$ cat src/rtl/arb_pkg.sv
// Shared types and constants for the SRAM-like port arbiter.
// States, owner ids and access-size codes.
package arb_pkg;

  typedef enum logic [1:0] {
    IDLE = 2'd0,
    ADDR = 2'd1,
    DATA = 2'd2
  } state_t;

  localparam logic OWN_INST = 1'b0;
  localparam logic OWN_DATA = 1'b1;

  localparam logic [1:0] SZ_B = 2'd0;
  localparam logic [1:0] SZ_H = 2'd1;
  localparam logic [1:0] SZ_W = 2'd2;

endpackage

$ cat src/rtl/arb_starve_ctr.sv
// Saturating count of data grants made while inst waits.
// Ports: clk, rst, inc, clr in; force_inst out (count at limit).
module arb_starve_ctr #(
  parameter int LIMIT = 8
) (
  input  logic clk,
  input  logic rst,
  input  logic inc,
  input  logic clr,
  output logic force_inst
);

  localparam int CW = $clog2(LIMIT + 1);
  localparam logic [CW-1:0] MAXV = CW'(LIMIT);

  logic [CW-1:0] cnt;

  always_ff @(posedge clk) begin
    if (rst) begin
      cnt <= '0;
    end else if (clr) begin
      cnt <= '0;
    end else if (inc && cnt != MAXV) begin
      cnt <= cnt + 1'b1;
    end
  end

  assign force_inst = (cnt == MAXV);

endmodule

$ cat src/rtl/sram_like_arbiter.sv
// Shares one SRAM-like port between fetch (inst) and load/store (data).
// Ports: inst_*/data_* requester sides, mem_* downstream, busy/owner status.
module sram_like_arbiter
  import arb_pkg::*;
#(
  parameter int ADDR_W       = 32,
  parameter int DATA_W       = 32,
  parameter int STARVE_LIMIT = 8
) (
  input  logic              clk,
  input  logic              rst,
  input  logic              inst_req,
  input  logic [ADDR_W-1:0] inst_addr,
  output logic              inst_addr_ok,
  output logic              inst_data_ok,
  output logic [DATA_W-1:0] inst_rdata,
  input  logic              data_req,
  input  logic              data_wr,
  input  logic [1:0]        data_size,
  input  logic [ADDR_W-1:0] data_addr,
  input  logic [DATA_W-1:0] data_wdata,
  output logic              data_addr_ok,
  output logic              data_data_ok,
  output logic [DATA_W-1:0] data_rdata,
  output logic              mem_req,
  output logic              mem_wr,
  output logic [1:0]        mem_size,
  output logic [ADDR_W-1:0] mem_addr,
  output logic [DATA_W-1:0] mem_wdata,
  input  logic              mem_addr_ok,
  input  logic              mem_data_ok,
  input  logic [DATA_W-1:0] mem_rdata,
  output logic              busy,
  output logic              owner
);

  state_t state;
  state_t state_nx;

  logic              owner_q;
  logic              wr_q;
  logic [1:0]        size_q;
  logic [ADDR_W-1:0] addr_q;
  logic [DATA_W-1:0] wdata_q;

  logic force_inst;
  logic any_req;
  logic grant;
  logic grant_data;
  logic addr_hit;
  logic data_hit;

  assign any_req    = inst_req | data_req;
  assign grant      = (state == IDLE) & any_req;
  // Data wins ties unless inst has waited out the starvation limit.
  assign grant_data = data_req & ~(inst_req & force_inst);

  arb_starve_ctr #(
    .LIMIT(STARVE_LIMIT)
  ) u_starve (
    .clk       (clk),
    .rst       (rst),
    .inc       (grant & grant_data & inst_req),
    .clr       (grant & ~grant_data),
    .force_inst(force_inst)
  );

  always_comb begin
    state_nx = state;
    unique case (state)
      IDLE:    if (any_req)     state_nx = ADDR;
      ADDR:    if (mem_addr_ok) state_nx = DATA;
      DATA:    if (mem_data_ok) state_nx = IDLE;
      default:                  state_nx = IDLE;
    endcase
  end

  always_ff @(posedge clk) begin
    if (rst) begin
      state   <= IDLE;
      owner_q <= OWN_INST;
      wr_q    <= 1'b0;
      size_q  <= 2'd0;
      addr_q  <= '0;
      wdata_q <= '0;
    end else begin
      state <= state_nx;
      if (grant) begin
        if (grant_data) begin
          owner_q <= OWN_DATA;
          wr_q    <= data_wr;
          size_q  <= data_size;
          addr_q  <= data_addr;
          wdata_q <= data_wdata;
        end else begin
          owner_q <= OWN_INST;
          wr_q    <= 1'b0;
          size_q  <= SZ_W;
          addr_q  <= inst_addr;
          wdata_q <= '0;
        end
      end
    end
  end

  // A reset in the completing cycle abandons the transaction silently.
  assign addr_hit = (state == ADDR) & mem_addr_ok & ~rst;
  assign data_hit = (state == DATA) & mem_data_ok & ~rst;

  assign inst_addr_ok = addr_hit & (owner_q == OWN_INST);
  assign data_addr_ok = addr_hit & (owner_q == OWN_DATA);
  assign inst_data_ok = data_hit & (owner_q == OWN_INST);
  assign data_data_ok = data_hit & (owner_q == OWN_DATA);

  assign inst_rdata = mem_rdata;
  assign data_rdata = mem_rdata;

  assign mem_req   = (state == ADDR);
  assign mem_wr    = wr_q;
  assign mem_size  = size_q;
  assign mem_addr  = addr_q;
  assign mem_wdata = wdata_q;

  assign busy  = (state != IDLE);
  assign owner = owner_q;

  a_data_ok_in_data: assert property (
    @(posedge clk) disable iff (rst) mem_data_ok |-> state == DATA
  );

endmodule

$ cat config.mk
export PLATFORM = sky130hd
export DESIGN_NAME = sram_like_arbiter
export DESIGN_NICKNAME = d
export VERILOG_FILES = /design/src/rtl/arb_pkg.sv /design/src/rtl/arb_starve_ctr.sv /design/src/rtl/sram_like_arbiter.sv
export SDC_FILE = /design/constraint.sdc
export NUM_CORES = 1
export LEC_CHECK = 0
export ABC_CLOCK_PERIOD_IN_PS = 1800
export BUFFER_PORTS_ARGS = -buffer_cell sky130_fd_sc_hd__clkbuf_2
export CAP_MARGIN = 40
export CORE_AREA = 5 5 105 107
export DETAILED_ROUTE_END_ITERATION = 12
export DIE_AREA = 0 0 110 112
export GPL_TIMING_DRIVEN = 0
export PLACE_DENSITY_LB_ADDON = 0.1
export SLEW_MARGIN = 15
export SYNTH_ARGS = -nofsm -noshare
export SYNTH_HDL_FRONTEND = slang
export SYNTH_SLANG_ARGS = --single-unit
$ cat constraint.sdc
create_clock -name clk -period 1.8 [get_ports clk]
set_input_delay 0.09 -clock clk [delete_from_list [all_inputs] [get_ports clk]]
set_output_delay 0.09 -clock clk [all_outputs]
set_load 0.03 [all_outputs]
==> metrics, run 1 <==
Placer Congestion=0.775; initial antenna violation count=0; DP Wirelength=10.2 mm; count of mapped cells out of synthesis=460; Initial DRC Count=234; pre-CTS setup slack=-0.187 ns; highest achievable clock rate=597 MHz; # nets final=907; Top Ports=275; post-detailed-routing wire length=14.1 mm; post-CTS clock slew at the launch and capture registers of the worst setup and hold paths=0.08 ns; IR drop worst, VDD=0.318 mV; Horiz. Die Dim=110 um; number of different library cells in the post-synthesis netlist=34; final critical delay including setup and external delays=1.67 ns; number of buffers inserted by port buffering=241; global-route wire length before repair=22.0 mm; mapped cell area=0.00373 sq mm; remaining antenna violation count after routing=0; worst-case clock skew=0.00860 ns; Final Worst Setup Slack=0.125 ns; clk sinks=74; layout overhead on the synthesized area=58.3%; power per standard cell area=765 mW/mm^2; Die Outline Area=0.0123 sq mm; RSZ-0062 raised after global routing=yes; maximum buffer depth of the clock tree=2; flop and latch count out of synthesis=74; Antenna Diode Count=0; nature of the critical path startpoint=register; Final setup violation count=0; overall die height=112 um; biggest area contributors in the synthesized netlist=dfxtp_1 (40%), buf_4 (13%), nand3_1 (9.0%); via count of the first global-routing pass=4695; residual overflow from global routing=0; Yosys warnings=0; total nets after synthesis=599; initial standard-cell utilization of the core=0.371; number of stages on the worst hold path=3; sequential cell area fraction in the yosys report=0.397; P_leak=2.71 nW; number of iterations in the first detailed-routing pass=5; maximum fanout encountered on the critical timing path=10; pin count of the biggest net entering global routing=13; max-capacitance violation count=0; average footprint of a synthesized cell=8.11 sq um; cell chosen for the clock root=clkbuf_8; Hold Vio Cnt, Final=0; final max-slew violation count=0; utilization after layout=0.588; area of the placeable core=0.0100 sq mm; Critical Path AT=1.89 ns; Crit path required time=2.01 ns; number of buffers created by CTS=9; number of standard-cell rows in the floorplan=37; cells on worst reg2reg path=7; Hold WS=0.00988 ns; clock network latency to the later pin of the worst-skew pair=0.35 ns; vias post-DR=4599; routed len/inst=15.6 um; fraction of synthesized cell area taken by the top area cell type=0.397; Slew headroom=0.669; number of DRC violations after detailed routing=0; proportion of layout cells with a drive suffix above 1=0.446; CP Capture Type=register; CTS tree=done; slew at the pin with the worst max-slew slack=0.497 ns; via count normalized by instance count=5.06; Setup Crit Path Kind=reg -> reg; period utilisation layout=0.931; class of the worst hold path=in -> reg; run status=finished clean; H-tree levels=3; library cell with the largest summed area after synthesis=dfxtp_1; Total Routing Usage GR=0.221
where the power goes:
part | switching (mW) | leakage [nW] | internal (mW)
combinational | 0.859 | 2.01 | 0.528
sequential | 0.0739 | 0.609 | 1.76
clock | 0.631 | 0.0941 | 0.666
total | 1.56 | 2.71 | 2.95
synthesized netlist by cell type:
master and n:
or4_1 1, nor3b_1 1, buf_2 11, nand4bb_1 2
nand4b_1 1, nand2b_1 1, a31oi_1 33, o31ai_1 1
o21bai_1 1, clkbuf_1 36, buf_4 64, nor3b_2 1
ha_1 2, nor3_1 1, nand3_1 67, nor2b_1 2
a22oi_1 1, o211ai_1 32, nand4_1 1, a21oi_1 35
inv_1 4, inv_2 1, o21ai_1 10, a211oi_1 5
nor2_1 5, and4b_1 2, nor4bb_1 1, dfxtp_1 74
or3_1 1, o21a_1 1, buf_1 1, a41o_1 1
nor2_2 1, o21ai_0 59
path summary, 6_finish.rpt:
kind,from,endpoint,slack [ns]
setup / recovery,u_starve.cnt[0],mem_addr[2],0.13
hold / removal,data_addr[19],mem_addr[19],0.01
setup reg to reg,u_starve.cnt[0],mem_addr[2],0.13
hold reg to reg,mem_size[1],mem_size[1],0.47
layout make-up:
| cell class | instances | area, sq um |
|---|---|---|
| fillers | 955 | 4140 |
| repair buffers | 299 | 1780 |
| multi-input cells | 269 | 1580 |
| flip-flops and latches | 74 | 1490 |
| plain buffers | 110 | 672 |
| well taps | 136 | 170 |
| clock buffers | 10 | 138 |
| clock inverters | 5 | 55.1 |
| inverters | 5 | 18.8 |
sequential cells by signal (all words and copies together), names as in the netlist:
| signal | cells |
|---|---|
| owner | 1 |
| state | 2 |
| u_starve.cnt | 4 |
| mem_wr | 1 |
| mem_addr | 32 |
| mem_size | 2 |
| mem_wdata | 32 |
metal layers:
layer  vias to the layer above  global-route usage  routed length [um]  share of wire
met5                         -                   0                   0              0
met4                         0              0.0906                 289          0.020
met3                        28              0.0371                1210          0.085
met2                       226               0.381                7130           0.50
met1                      2107               0.268                5500           0.39
li1                       2238                   -                   -              -
critical path, cell delays in order, from the launching register on:
cell      delay, ns
dfxtp_2        0.37
inv_1          0.05
ha_1           0.20
and4b_1        0.20
buf_2          0.19
buf_2          0.20
o211ai_1       0.22
a31oi_1        0.12
placed cells by master, fill, tap and decap left out, drive strengths merged, types with 2 or more instances in the layout:
master and instances:
nand4bb 2, buf 77, nand3 67, dlygate4sd3 56
nor2 6, nor2b 2, ha 2, clkbuf 286
o21ai 69, inv 5, a21oi 35, a31oi 33
nor3b 2, clkinvlp 2, a211oi 5, clkinv 2
dfxtp 74, and4b 2, o211ai 32
logic make-up after synthesis:
family / Yosys count / synth area share
buf+inv: 117 / 0.186
fa+ha+maj: 2 / 0.00671
compound gates: 179 / 0.280
flops: 74 / 0.397
simple gates: 88 / 0.130
through the flow:
step	total power [mW]	std cells	TNS (ns)	cell area (sq um)
3_5_place_dp	3.16	837	-2.11	5120
3_3_place_gp	3.14	837	-1.55	5120
5_1_grt	4.75	908	-0.0159	5910
6_report	4.52	908	0	5910
2_1_floorplan	2.71	460	0	3740
4_1_cts	4.55	910	0	5910
what timing repair did:
item                       in CTS  in global routing
hold buffers                   56                  0
setup buffers                   2                  0
pin swaps                       0                  1
setup endpoints to repair      44                 52
gates resized for setup         6                  7
hold endpoints to repair       56                  0
(Power assumes the default switching activity.)
==> inputs of run 2 (changes only) <==
--- a/config.mk
+++ b/config.mk
@@ -13,6 +13,7 @@
 export DIE_AREA = 0 0 110 112
 export GPL_TIMING_DRIVEN = 0
 export PLACE_DENSITY_LB_ADDON = 0.1
+export REMOVE_ABC_BUFFERS = 1
 export SLEW_MARGIN = 15
 export SYNTH_ARGS = -nofsm -noshare
 export SYNTH_HDL_FRONTEND = slang
==> run 2 against run 1 <==
Hold slack improved by 0.0075 ns; clock power about the same; cell count decreased by 15%; critical path depth decreased by 2; sequential power about the same; first-iteration DRC count increased by 12%; critical endpoint is now u_starve.cnt[3]; largest cell class unchanged.
==> metrics, run 2 (synthesis gave the netlist of run 1 again) <==
run status=finished clean; Total Routing Usage GR=0.244; Final Worst Setup Slack=0.0910 ns; Hold Vio Cnt, Final=0; most common library cell in the layout ignoring fill and taps=clkbuf_2; Antenna Diode Count=0; CTS tree=done; max-capacitance violation count=0; post-detailed-routing wire length=15.6 mm; cell at the slowest stage of the critical path=or4_1; number of DRC violations after detailed routing=0; residual overflow from global routing=0; overall die height=112 um; class of the worst hold path=in -> reg; Top Ports=275; maximum buffer depth of the clock tree=2; worst-case clock skew=0.00970 ns; count of buffer and inverter cells on the critical path=1; fill cell total of the finished layout=973; Total Power Consumption=4.32 mW; Critical Path AT=1.98 ns; initial antenna violation count=0; area of the placeable core=0.0100 sq mm; utilization after layout=0.538; Internal Dissipation=2.92 mW; Switch Pwr=1.39 mW; highest achievable clock rate=585 MHz; initial standard-cell utilization of the core=0.371; Initial DRC Count=263; remaining antenna violation count after routing=0; dominant delay contributor by cell family on the critical path=simple AND/OR/NAND/NOR gates; IR drop worst, VDD=0.386 mV; proportion of layout cells with a drive suffix above 1=0.356; Final setup violation count=0; number of iterations in the first detailed-routing pass=4; clock group share of total power=0.308; period utilisation layout=0.949; slowest cell delay on critical path=0.53 ns; via count of the first global-routing pass=4139; most used cells in the layout excluding fill and tap cells=clkbuf_2 (176), dlygate4sd3_1 (71), dfxtp_1 (71); Slew headroom=0.539; clk sinks=74; Comb power frac=0.269; final cell count without fillers=770; CP Capture Type=register; placed cell count=675; final critical delay including setup and external delays=1.71 ns; slew at the pin with the worst max-slew slack=0.690 ns; maximum fanout encountered on the critical timing path=10; clock network latency to the later pin of the worst-skew pair=0.35 ns; # nets final=768; Placer Congestion=0.715; Crit path required time=2.07 ns; Horiz. Die Dim=110 um; P_leak=2.27 nW; via count normalized by instance count=5.37; routed len/inst=20.3 um; number of buffers inserted by port buffering=178; critical path cell sequence=inv_1 -> ha_2 -> and4b_4 -> or4_1 -> a211oi_2; H-tree levels=3; nature of the critical path startpoint=register; vias post-DR=4132; DP Wirelength=10.7 mm; switching part of the total power=0.323; Reg power frac=0.423; post-CTS clock slew at the launch and capture registers of the worst setup and hold paths=0.08 ns; final max-slew violation count=0; power per standard cell area=798 mW/mm^2; number of buffers created by CTS=9; Die Outline Area=0.0123 sq mm; pin count of the biggest net entering global routing=63; number of standard-cell rows in the floorplan=37; Setup Crit Path Kind=reg -> reg; pre-CTS setup slack=-0.281 ns; global-route wire length before repair=23.0 mm; cell chosen for the clock root=clkbuf_8; layout overhead on the synthesized area=45.0%
## run 2: changes by cell type in the layout (fill, tap and decap cells not counted), sizes merged
| cell | previous run | this run |
|---|---|---|
| clkbuf | 286 | 189 |
| buf | 77 | 19 |
| dlygate4sd3 | 56 | 71 |
| and4b | 2 | 4 |
| clkinv | 2 | 1 |
| inv | 5 | 6 |
## run 2: power groups by stage
stage / Clock [mW] / Combinational [mW] / Sequential [mW]
3_5_place_dp: 0 / 1.01 / 1.86
6_report: 1.33 / 1.16 / 1.83
3_3_place_gp: 0 / 0.917 / 1.86
2_1_floorplan: 0 / 0.310 / 2.08
5_1_grt: 1.44 / 1.25 / 1.84
4_1_cts: 1.39 / 1.15 / 1.83
## run 2: worst paths after layout
| kind | depth (start not counted) | slack (ns) | start | end |
|---|---|---|---|---|
| max reg2reg | 5 | 0.09 | u_starve.cnt[0] | u_starve.cnt[3] |
| max | 5 | 0.09 | u_starve.cnt[0] | u_starve.cnt[3] |
| min reg2reg | 2 | 0.47 | mem_size[1] | mem_size[1] |
| min | 3 | 0.02 | data_addr[7] | mem_addr[7] |
## run 2: tightest hold or removal path, cell delays in order
cell	delay (ns)
clkbuf_2	0.08
nand3_1	0.06
a31oi_1	0.08
## run 2: timing repair
action | 4_1_cts | 5_1_grt
resized for setup | 6 | 7
pin swaps | 2 | 0
hold buffers | 71 | 0
hold endpoints to repair | 62 | 0
setup buffers | 6 | 0
cloned | 2 | 0
endpoints found under the setup margin | 60 | 3
## run 2: area by class of cell
cell class | instances | area, sq um | share of cell area
tap | 136 | 170 | 0.0315
timing repair buffer | 268 | 1900 | 0.352
multi-input combinational | 271 | 1620 | 0.299
inverter | 5 | 23.8 | 0.00440
sequential | 74 | 1490 | 0.276
clock buffer | 11 | 141 | 0.0261
clock inverter | 5 | 62.6 | 0.0116
## run 2: layer usage
layer	global-route usage	vias to the layer above	wire, um
met1	0.309	1906	6580
li1	-	1961	-
met4	0.0607	2	195
met5	0.0504	-	61
met2	0.366	246	6710
met3	0.117	17	2090
## run 2: per-stage QoR
| step | TNS [ns] | hold WS [ns] | cell area (sq um) |
|---|---|---|---|
| after floorplan | -71.34 | 0.159 | 3060 |
| after global placement | -183.00 | 0.180 | 4120 |
| after detailed placement | -6.22 | 0.180 | 4390 |
| after CTS | 0 | 0.00102 | 5390 |
| after global routing | -0.000232 | 0.00337 | 5410 |
| final | 0 | 0.0174 | 5410 |
